### config.mk
export PLATFORM = sky130hd
export DESIGN_NAME = muldiv_unit
export DESIGN_NICKNAME = d
export VERILOG_FILES = /design/src/rtl/muldiv_unit_pkg.sv /design/src/rtl/muldiv_unit_div_core.sv /design/src/rtl/muldiv_unit.sv
export SDC_FILE = /design/constraint.sdc
export NUM_CORES = 2
export LEC_CHECK = 0
export BUFFER_PORTS_ARGS = -buffer_cell sky130_fd_sc_hd__clkbuf_2
export CORE_MARGIN = 8
export CORE_UTILIZATION = 53
export CTS_CLUSTER_DIAMETER = 40
export DETAILED_ROUTE_END_ITERATION = 10
export GPL_TIMING_DRIVEN = 1
export PLACE_DENSITY_LB_ADDON = 0.3
export SLEW_MARGIN = 20
export SYNTH_ARGS = -nofsm -noshare
export SYNTH_HDL_FRONTEND = slang
export SYNTH_HIERARCHICAL = 1
export SYNTH_SLANG_ARGS = --single-unit
### constraint.sdc
create_clock -name clk -period 11.75 [get_ports clk]
set_input_delay 2.35 -clock clk [delete_from_list [all_inputs] [get_ports clk]]
set_output_delay 2.35 -clock clk [all_outputs]
set_load 0.01 [all_outputs]
### src/rtl/muldiv_unit_pkg.sv
// rtl/muldiv_unit_pkg.sv - shared op codes, FSM states and decode helpers for muldiv_unit
package muldiv_unit_pkg;

  localparam int MD_DEFAULT_WIDTH = 32;

  typedef enum logic [1:0] {
    MD_MULT  = 2'b00,
    MD_MULTU = 2'b01,
    MD_DIV   = 2'b10,
    MD_DIVU  = 2'b11
  } md_op_e;

  typedef enum logic [1:0] {
    ST_IDLE = 2'b00,
    ST_MUL  = 2'b01,
    ST_DIV  = 2'b10,
    ST_DONE = 2'b11
  } md_state_e;

  function automatic logic op_is_mul(input md_op_e op);
    return (op == MD_MULT) || (op == MD_MULTU);
  endfunction

  function automatic logic op_is_signed(input md_op_e op);
    return (op == MD_MULT) || (op == MD_DIV);
  endfunction

endpackage

### src/rtl/muldiv_unit_div_core.sv
// rtl/muldiv_unit_div_core.sv - unsigned iterative restoring divider, one quotient bit per step
// The dividend register shifts out its MSB into the partial remainder while quotient bits shift in.
module muldiv_unit_div_core
  import muldiv_unit_pkg::*;
#(
  parameter int WIDTH = MD_DEFAULT_WIDTH
) (
  input  logic             clk,
  input  logic             rst,
  input  logic             init,
  input  logic             step,
  input  logic [WIDTH-1:0] dividend,
  input  logic [WIDTH-1:0] divisor,
  output logic [WIDTH-1:0] quotient,
  output logic [WIDTH-1:0] remainder
);

  logic [WIDTH-1:0] quo_q, quo_d;
  logic [WIDTH-1:0] rem_q, rem_d;
  logic [WIDTH-1:0] dvs_q, dvs_d;
  logic [WIDTH:0]   partial;
  logic             fits;

  always_comb begin
    quo_d   = quo_q;
    rem_d   = rem_q;
    dvs_d   = dvs_q;
    partial = {rem_q, quo_q[WIDTH-1]};
    fits    = (partial >= {1'b0, dvs_q});
    if (init) begin
      quo_d = dividend;
      rem_d = '0;
      dvs_d = divisor;
    end else if (step) begin
      // A zero divisor always "fits", giving all-ones quotient and remainder = dividend.
      if (fits) begin
        rem_d = WIDTH'(partial - {1'b0, dvs_q});
        quo_d = {quo_q[WIDTH-2:0], 1'b1};
      end else begin
        rem_d = WIDTH'(partial);
        quo_d = {quo_q[WIDTH-2:0], 1'b0};
      end
    end
  end

  always_ff @(posedge clk) begin
    if (rst) begin
      quo_q <= '0;
      rem_q <= '0;
      dvs_q <= '0;
    end else begin
      quo_q <= quo_d;
      rem_q <= rem_d;
      dvs_q <= dvs_d;
    end
  end

  assign quotient  = quo_q;
  assign remainder = rem_q;

endmodule

### src/rtl/muldiv_unit.sv
// rtl/muldiv_unit.sv - multi-cycle HI/LO unit for MULT/MULTU/DIV/DIVU producing {hi,lo}
// Owns the FSM, the single-stage product, operand sign handling and result muxing.
module muldiv_unit
  import muldiv_unit_pkg::*;
#(
  parameter int WIDTH = MD_DEFAULT_WIDTH
) (
  input  logic               clk,
  input  logic               rst,
  input  logic               start,
  input  logic [1:0]         op,
  input  logic               flush,
  input  logic [WIDTH-1:0]   a,
  input  logic [WIDTH-1:0]   b,
  output logic               busy,
  output logic               valid,
  output logic [2*WIDTH-1:0] result
);

  localparam int CW = $clog2(WIDTH) + 1;

  md_state_e          state_q, state_d;
  md_op_e             op_q, op_d;
  logic [WIDTH-1:0]   a_q, a_d;
  logic [WIDTH-1:0]   b_q, b_d;
  logic [CW-1:0]      cnt_q, cnt_d;
  logic               fin_q, fin_d;
  logic [2*WIDTH-1:0] result_q, result_d;

  md_op_e             op_in;
  logic               in_signed;
  logic [WIDTH-1:0]   a_abs, b_abs;
  logic               accept;

  logic               div_init, div_step;
  logic [WIDTH-1:0]   div_quo, div_rem;

  logic               mul_sgn;
  logic [2*WIDTH-1:0] mul_a, mul_b, prod;

  logic               div_sgn, div_neg, div_by_zero;
  logic [WIDTH-1:0]   quo_fix, rem_fix;

  assign op_in     = md_op_e'(op);
  assign in_signed = op_is_signed(op_in);
  assign a_abs     = (in_signed && a[WIDTH-1]) ? -a : a;
  assign b_abs     = (in_signed && b[WIDTH-1]) ? -b : b;
  assign accept    = start && !flush && ((state_q == ST_IDLE) || (state_q == ST_DONE));

  // Sign-extending to 2*WIDTH lets one multiplier serve both signed and unsigned ops.
  assign mul_sgn = op_is_signed(op_q);
  assign mul_a   = {{WIDTH{mul_sgn & a_q[WIDTH-1]}}, a_q};
  assign mul_b   = {{WIDTH{mul_sgn & b_q[WIDTH-1]}}, b_q};
  assign prod    = mul_a * mul_b;

  assign div_sgn     = (op_q == MD_DIV);
  assign div_neg     = div_sgn && (a_q[WIDTH-1] ^ b_q[WIDTH-1]);
  assign div_by_zero = (b_q == '0);
  assign quo_fix     = div_by_zero ? '1 : (div_neg ? -div_quo : div_quo);
  assign rem_fix     = div_by_zero ? a_q :
                       ((div_sgn && a_q[WIDTH-1]) ? -div_rem : div_rem);

  muldiv_unit_div_core #(
    .WIDTH(WIDTH)
  ) u_div_core (
    .clk      (clk),
    .rst      (rst),
    .init     (div_init),
    .step     (div_step),
    .dividend (a_abs),
    .divisor  (b_abs),
    .quotient (div_quo),
    .remainder(div_rem)
  );

  always_comb begin
    state_d  = state_q;
    op_d     = op_q;
    a_d      = a_q;
    b_d      = b_q;
    cnt_d    = cnt_q;
    fin_d    = fin_q;
    result_d = result_q;
    div_init = 1'b0;
    div_step = 1'b0;
    case (state_q)
      ST_IDLE, ST_DONE: begin
        state_d = ST_IDLE;
        if (accept) begin
          case (op_in)
            MD_MULT, MD_MULTU: begin
              state_d = ST_MUL;
              op_d    = op_in;
              a_d     = a;
              b_d     = b;
            end
            MD_DIV, MD_DIVU: begin
              state_d  = ST_DIV;
              op_d     = op_in;
              a_d      = a;
              b_d      = b;
              cnt_d    = CW'(WIDTH - 1);
              fin_d    = 1'b0;
              div_init = 1'b1;
            end
            default: state_d = ST_IDLE;
          endcase
        end
      end
      ST_MUL: begin
        result_d = prod;
        state_d  = ST_DONE;
      end
      ST_DIV: begin
        // After the last quotient bit, one extra cycle applies sign fix-up into the result.
        if (!fin_q) begin
          div_step = 1'b1;
          if (cnt_q == '0) fin_d = 1'b1;
          else             cnt_d = cnt_q - CW'(1);
        end else begin
          result_d = {rem_fix, quo_fix};
          fin_d    = 1'b0;
          state_d  = ST_DONE;
        end
      end
      default: state_d = ST_IDLE;
    endcase
    if (flush) begin
      state_d  = ST_IDLE;
      result_d = result_q;
      fin_d    = 1'b0;
      div_init = 1'b0;
      div_step = 1'b0;
    end
  end

  always_ff @(posedge clk) begin
    if (rst) begin
      state_q  <= ST_IDLE;
      op_q     <= MD_MULT;
      a_q      <= '0;
      b_q      <= '0;
      cnt_q    <= '0;
      fin_q    <= 1'b0;
      result_q <= '0;
    end else begin
      state_q  <= state_d;
      op_q     <= op_d;
      a_q      <= a_d;
      b_q      <= b_d;
      cnt_q    <= cnt_d;
      fin_q    <= fin_d;
      result_q <= result_d;
    end
  end

  assign busy   = (start && ((state_q == ST_IDLE) || (state_q == ST_DONE))) ||
                  (state_q == ST_MUL) || (state_q == ST_DIV);
  assign valid  = (state_q == ST_DONE);
  assign result = result_q;

endmodule
== After elaboration in Yosys (flattened, before gate mapping) ==
Index checks and enable logic that the tools add are counted.
Operators by class
  multipliers: 1
  order comparisons: 1
  multiplexer cells: 36
  reductions and logical operators: 31
  equal/unequal tests: 12
  bitwise operators: 4
  add/sub/neg operators: 6
Operator list (number)
  2-to-1 mux 32 bit: 11
  negation 32 bit: 4
  one-hot mux 64 bit (2 select lines): 1
  multiplier 33 x 33 -> 64 bit: 1
  2-to-1 mux 64 bit: 1
  greater-or-equal comparator 33 x 32 -> 1 bit: 1
  logical NOT 32 bit: 1
  subtractor 32 bit: 1
  2-to-1 mux 6 bit: 4
  2-to-1 mux 1 bit: 12
  one-hot mux 6 bit (2 select lines): 1
  == test 2 bit (second input constant): 5
  OR reduction 2 bit: 5
  inequality test 2 bit (second input constant): 4
  logical AND 1 bit: 7
  logical NOT 2 bit: 3
  logical NOT 6 bit: 1
  2-to-1 mux 2 bit: 3
  one-hot mux 2 bit (3 select lines): 1
  AND reduction 3 bit: 2
  nonzero test 2 bit: 3
  subtractor 6 x 1 -> 6 bit (second input constant): 1
  logical OR 1 bit: 5
  AND reduction 5 bit: 1
  10 further kinds: 12
Word-level totals
  input port bits: 70
  flip-flop bits (word level): 235
  output and inout port bits: 66
  logic and storage cells: 101

== Logic depth before layout (Yosys ltp) ==
  depth in word-level cells: 7
  gate-level depth with buffers: 31
  gate-level depth less buffers: 28

== Cells and area by module ==
Netlist, hierarchy kept.
Modules (own cells, without submodules)
  muldiv_unit: instances 1, seq. area each 2782.7 um2, cells each 5354, area each 46250.6 um2
  muldiv_unit_div_core: instances 1, seq. area each 1921.8 um2, cells each 754, area each 6037.0 um2

== Worst setup path before layout ==
OpenSTA, ideal clock, no wires.
  path kind: reg2reg
  from: register a_q[31]
  to: register result_q[63], in the netlist result[63]
  data required time: 11.615 ns
  path buffers: 3
  stages on the path, launching flop included: 32
  period minus slack after synthesis: 8.664 ns
  slack: 3.086 ns
  setup time: 0.135 ns
  data arrival time: 8.529 ns
  cells stage by stage: dfxtp_1 -> clkbuf_1 -> nor2b_1 -> clkbuf_1 -> nand2_1 -> inv_1 -> fa_1 -> inv_1 -> fa_1 -> inv_1 -> fa_1 -> fa_1 -> inv_1 -> fa_1 -> inv_1 -> fa_1 -> inv_1 -> fa_1 -> fa_1 -> inv_1 -> ha_1 -> clkbuf_1 -> and3_1 -> o21a_1 -> a311o_1 -> or3_1 -> o22ai_1 -> a311oi_1 -> a221oi_2 -> nor2_1 -> a41oi_1 -> a31oi_1
Between the ends
  word-level cells in the longest chain between the ends: 5
  elaborated cells between the ends (all ways): 7
  those cells by class: mul: 1; mux: 4; bitwise: 1; reduce/logical: 1
Ends and longest elaborated chain
  start: declaration: line muldiv_unit.sv:24  | logic [WIDTH-1:0] a_q, a_d;
  start signal: assignment: line muldiv_unit.sv:141  | a_q <= '0;
  start signal: assignment: line muldiv_unit.sv:149  | a_q <= a_d;
  parallel branches: the longest is 4 deep, another holds multiplier 33 x 33 -> 64 bit
  one-hot mux 64 bit (2 select lines) *: line muldiv_unit.sv:86  | case (state_q)
  end signal: assignment: line muldiv_unit.sv:153  | result_q <= result_d;
  end: declaration: line muldiv_unit.sv:28  | logic [2*WIDTH-1:0] result_q, result_d;
Mark *: on every way between the ends. The select of a mux whose other input is x is not followed.
A chain may end at the register's enable or synchronous reset.

== Worst setup path after layout ==
Same ends and word-level chain as after synthesis.

==> results by group <==
Clock tree
  – Inserted Clock Buffers: 38
  – Clock Latency Late Sink: approximately 0.55 ns
  – Post-CTS setup buffer count: 0
  – Post-CTS sizing: 0
  – CTS tree: yes
  – Max Root-Sink Buffers: 3
  – Clock-pin slew on the worst setup and hold paths: 0.06 ns
  – H-tree depth: 2
  – # clock sinks: 235
  – Hold buffer count at cts: 0
  – Clock tree root buffer cell: clkbuf_16

STA
  – Final Hold Vio Count: 0
  – Worst Tran Pin Value: 1.13 ns
  – Fmax: 101 MHz
  – Final setup violating endpoints: 0
  – Min Tclk post-route: a little under 10 ns
  – Setup TNS: 0 ns
  – Clk_skew: 0.0296 ns
  – Unrepaired setup endpoints after global routing: false
  – Fin crit share: about 84%
  – Max_slew headroom: roughly 24%
  – Slew Viols, Final: 0

Yosys
  – Yosys cell types: 94
  – Post-Syn Area: 52300 sq um
  – Post-synth ARST share: 0%
  – Synth Flop Type: dfxtp_1
  – Synthesis Warnings: 6
  – Yosys reg bits: 235
  – Synth Instances: between 6000 and 7000
  – Post-synth top cells: inv_1, fa_1, nand2_1
  – Syn_nets: 7557
  – Main area contributors after synthesis: fa_1, dfxtp_1, inv_1, nand2_1, ha_1
  – Top-area cell type share of the netlist area: a little over two fifths
  – Post-synth EDFFs: 0
  – Count leader, synth: inv_1
  – Register area share after synthesis: 9.00%
  – Syn Area/Cell: between 8 and 9 sq um
  – Synth area leader: fa_1

Critical path
  – Critical path's top delay family: adder cells
  – Type of origin of the critical path: flop
  – Launch point of the worst path: a_q[31]$_SDFFE_PP0P_
  – Reg2reg start: a_q[31]$_SDFFE_PP0P_
  – CP Class: reg -> reg
  – Setup crit end kind: flop
  – CP most frequent cell: fa_1
  – Slowest stage delay, CP: approximately 0.84 ns
  – Crit path DAT: between 10 and 15 ns
  – Worst Path Buf+Inv: 8
  – Critical Path Fanout Max: 35
  – Worst path required time: 12.14 ns
  – Slowest cell on crit path: fa_1

Routing
  – DR vias/cell: 5.70
  – DRT iter0 DRCs: 3613
  – ANT nets after route: 0
  – Total Wirelength: 156 mm
  – WL per Instance: 21.3 um
  – Vias: 41653
  – First-pass iteration count of the detailed router: 8
  – DRC Markers: 0

Global route
  – Initial antenna violation count: 10
  – Grt total ovfl: 0
  – First-pass GRT wire length: 245 mm
  – GRT Total Usage: 29.0%
  – Pin count of the biggest net entering global routing: 78
  – Number of global-route vias before repair: 43270

Power
  – NetSw: 1490 uW
  – Part of the power in registers: 25.3%
  – Sw Ratio: 41.9%
  – Peak VDD IR: 0.000128 V
  – Clk pwr share: 32.4%
  – Power Dens Cells: 64.3 nW/um^2
  – Int Power: 2060 uW
  – P_leak: 0.0263 uW
  – Comb pwr share: between 40% and 50%

Floorplan
  – # rows: 115
  – Initial Utilization: 53.3%
  – Core ar.: 98100 sq um
  – Chip height: 330 um
  – Die span in x: 330 um
  – Total die area: 109000 sq um
  – Io pins: 136

Outcome
  – Status: finished, final reports clean

Hold path
  – Min-delay src: result[6]$_SDFFE_PP0P_
  – Worst Hold Class: reg -> reg

Layout
  – Layout area overhead: 5.44%
  – Post-layout nets: between 7000 and 8000
  – Finished Cell Area: 55100 sq um
  – Share of cells above drive strength 1: 6.09%

Place
  – GPL Wtd Cong: 0.983
  – IO buf count: 135
  – Post-placement cell area: 53800 sq um
  – Detailed placement HPWL: 122 mm

Job
  – Max-cap violations: 0
## cell type report
type | instances | area, sq um
Fill cell | 8976 | 43000
Multi-Input combinational cell | 4292 | 41600
Sequential cell | 235 | 4710
Inverter | 1185 | 4450
Tap cell | 1287 | 1610
Timing Repair Buffer | 233 | 1420
Clock buffer | 44 | 1020
Clock inverter | 25 | 277
Antenna cell | 6 | 15.0
## power groups by stage
stage	sequential, uW	combinational, uW	clock, uW
after floorplan	871	1060	0
after global placement	911	1460	0
after detailed placement	912	1470	0
after CTS	895	1480	1160
after global routing	900	1650	1190
final	898	1500	1150
## per-layer routing
layer | track usage (%) | part of all wire (%) | up-vias
li1 | - | - | 18277
met1 | 37.4 | 39 | 21237
met2 | 47.4 | 47 | 1770
met3 | 5.19 | 8.4 | 369
met4 | 13.5 | 5.6 | 0
met5 | 0 | 0 | -
## sequential cells by signal, summed over array words and instances, names as in the netlist
register and cells:
result 64, a_q 32, b_q 32, u_div_core/dvs_q 32
u_div_core/quotient 32, u_div_core/remainder 32, cnt_q 6, op_q 2
state_q 2, fin_q 1
## through the flow
step / cells / power (uW) / hold WS (ns) / utilization [%] / worst slack (ns)
after detailed placement: 7232 / 2380 / 0.445 / 54.8 / 2.01
after CTS: 7301 / 3540 / 0.453 / 56.2 / 1.99
after global placement: 7232 / 2370 / 0.440 / 54.8 / 2.22
after floorplan: 6108 / 1930 / 0.460 / - / 3.09
final: 7307 / 3550 / 0.448 / 56.2 / 1.89
after global routing: 7305 / 3740 / 0.470 / 56.2 / 1.48
## worst register-to-register path: cells and delay by family, from the launching register on
family / cells / cell delay (ns)
adder cells (fa/ha/maj): 9 / 4.64
buffers and inverters: 8 / 1.46
flip-flops: 1 / 0.30
AO/OA/AOI/OAI: 8 / 1.97
AND/OR/NAND/NOR: 4 / 1.35
## kinds of logic after synthesis
group | Yosys count | synth area share [%]
XOR/XNOR | 210 | 3.52
buffers and inverters | 1581 | 11.5
AND/OR/NAND/NOR | 1874 | 16.5
multiplexers | 81 | 1.56
adder cells (fa/ha/maj) | 1379 | 49.2
flip-flops | 235 | 9.00
AO/OA/AOI/OAI | 748 | 8.78
## worst paths after layout
kind / slack (ns) / endpoint / depth (start not counted)
hold / removal: 0.45 / result[6]$_SDFFE_PP0P_ / 2
setup / recovery: 1.89 / result[63]$_SDFFE_PP0P_ / 29
hold reg to reg: 0.45 / result[6]$_SDFFE_PP0P_ / 2
setup reg to reg: 1.89 / result[63]$_SDFFE_PP0P_ / 29
## layout by cell type, fill, tap and decap left out, types with 10 or more instances in the layout
cell / n
nand3_1: 35
o31ai_1: 16
a21o_1: 42
nor3_1: 50
nand2_1: 990
nand2b_1: 20
mux2i_1: 79
inv_1: 1184
a31oi_1: 30
clkbuf_16: 39
nand4_1: 21
ha_1: 252
nor4_1: 33
o21ai_0: 157
o211ai_1: 34
o21a_1: 11
xnor2_1: 115
o21bai_1: 10
buf_4: 98
o221ai_1: 27
xor2_1: 95
dfxtp_1: 228
or3_1: 17
nor2b_1: 16
a211oi_1: 16
a21oi_1: 318
or2_2: 13
and2_1: 370
fa_1: 1126
clkbuf_2: 134
nor2_1: 249
Power figures use the tool's default switching activity.
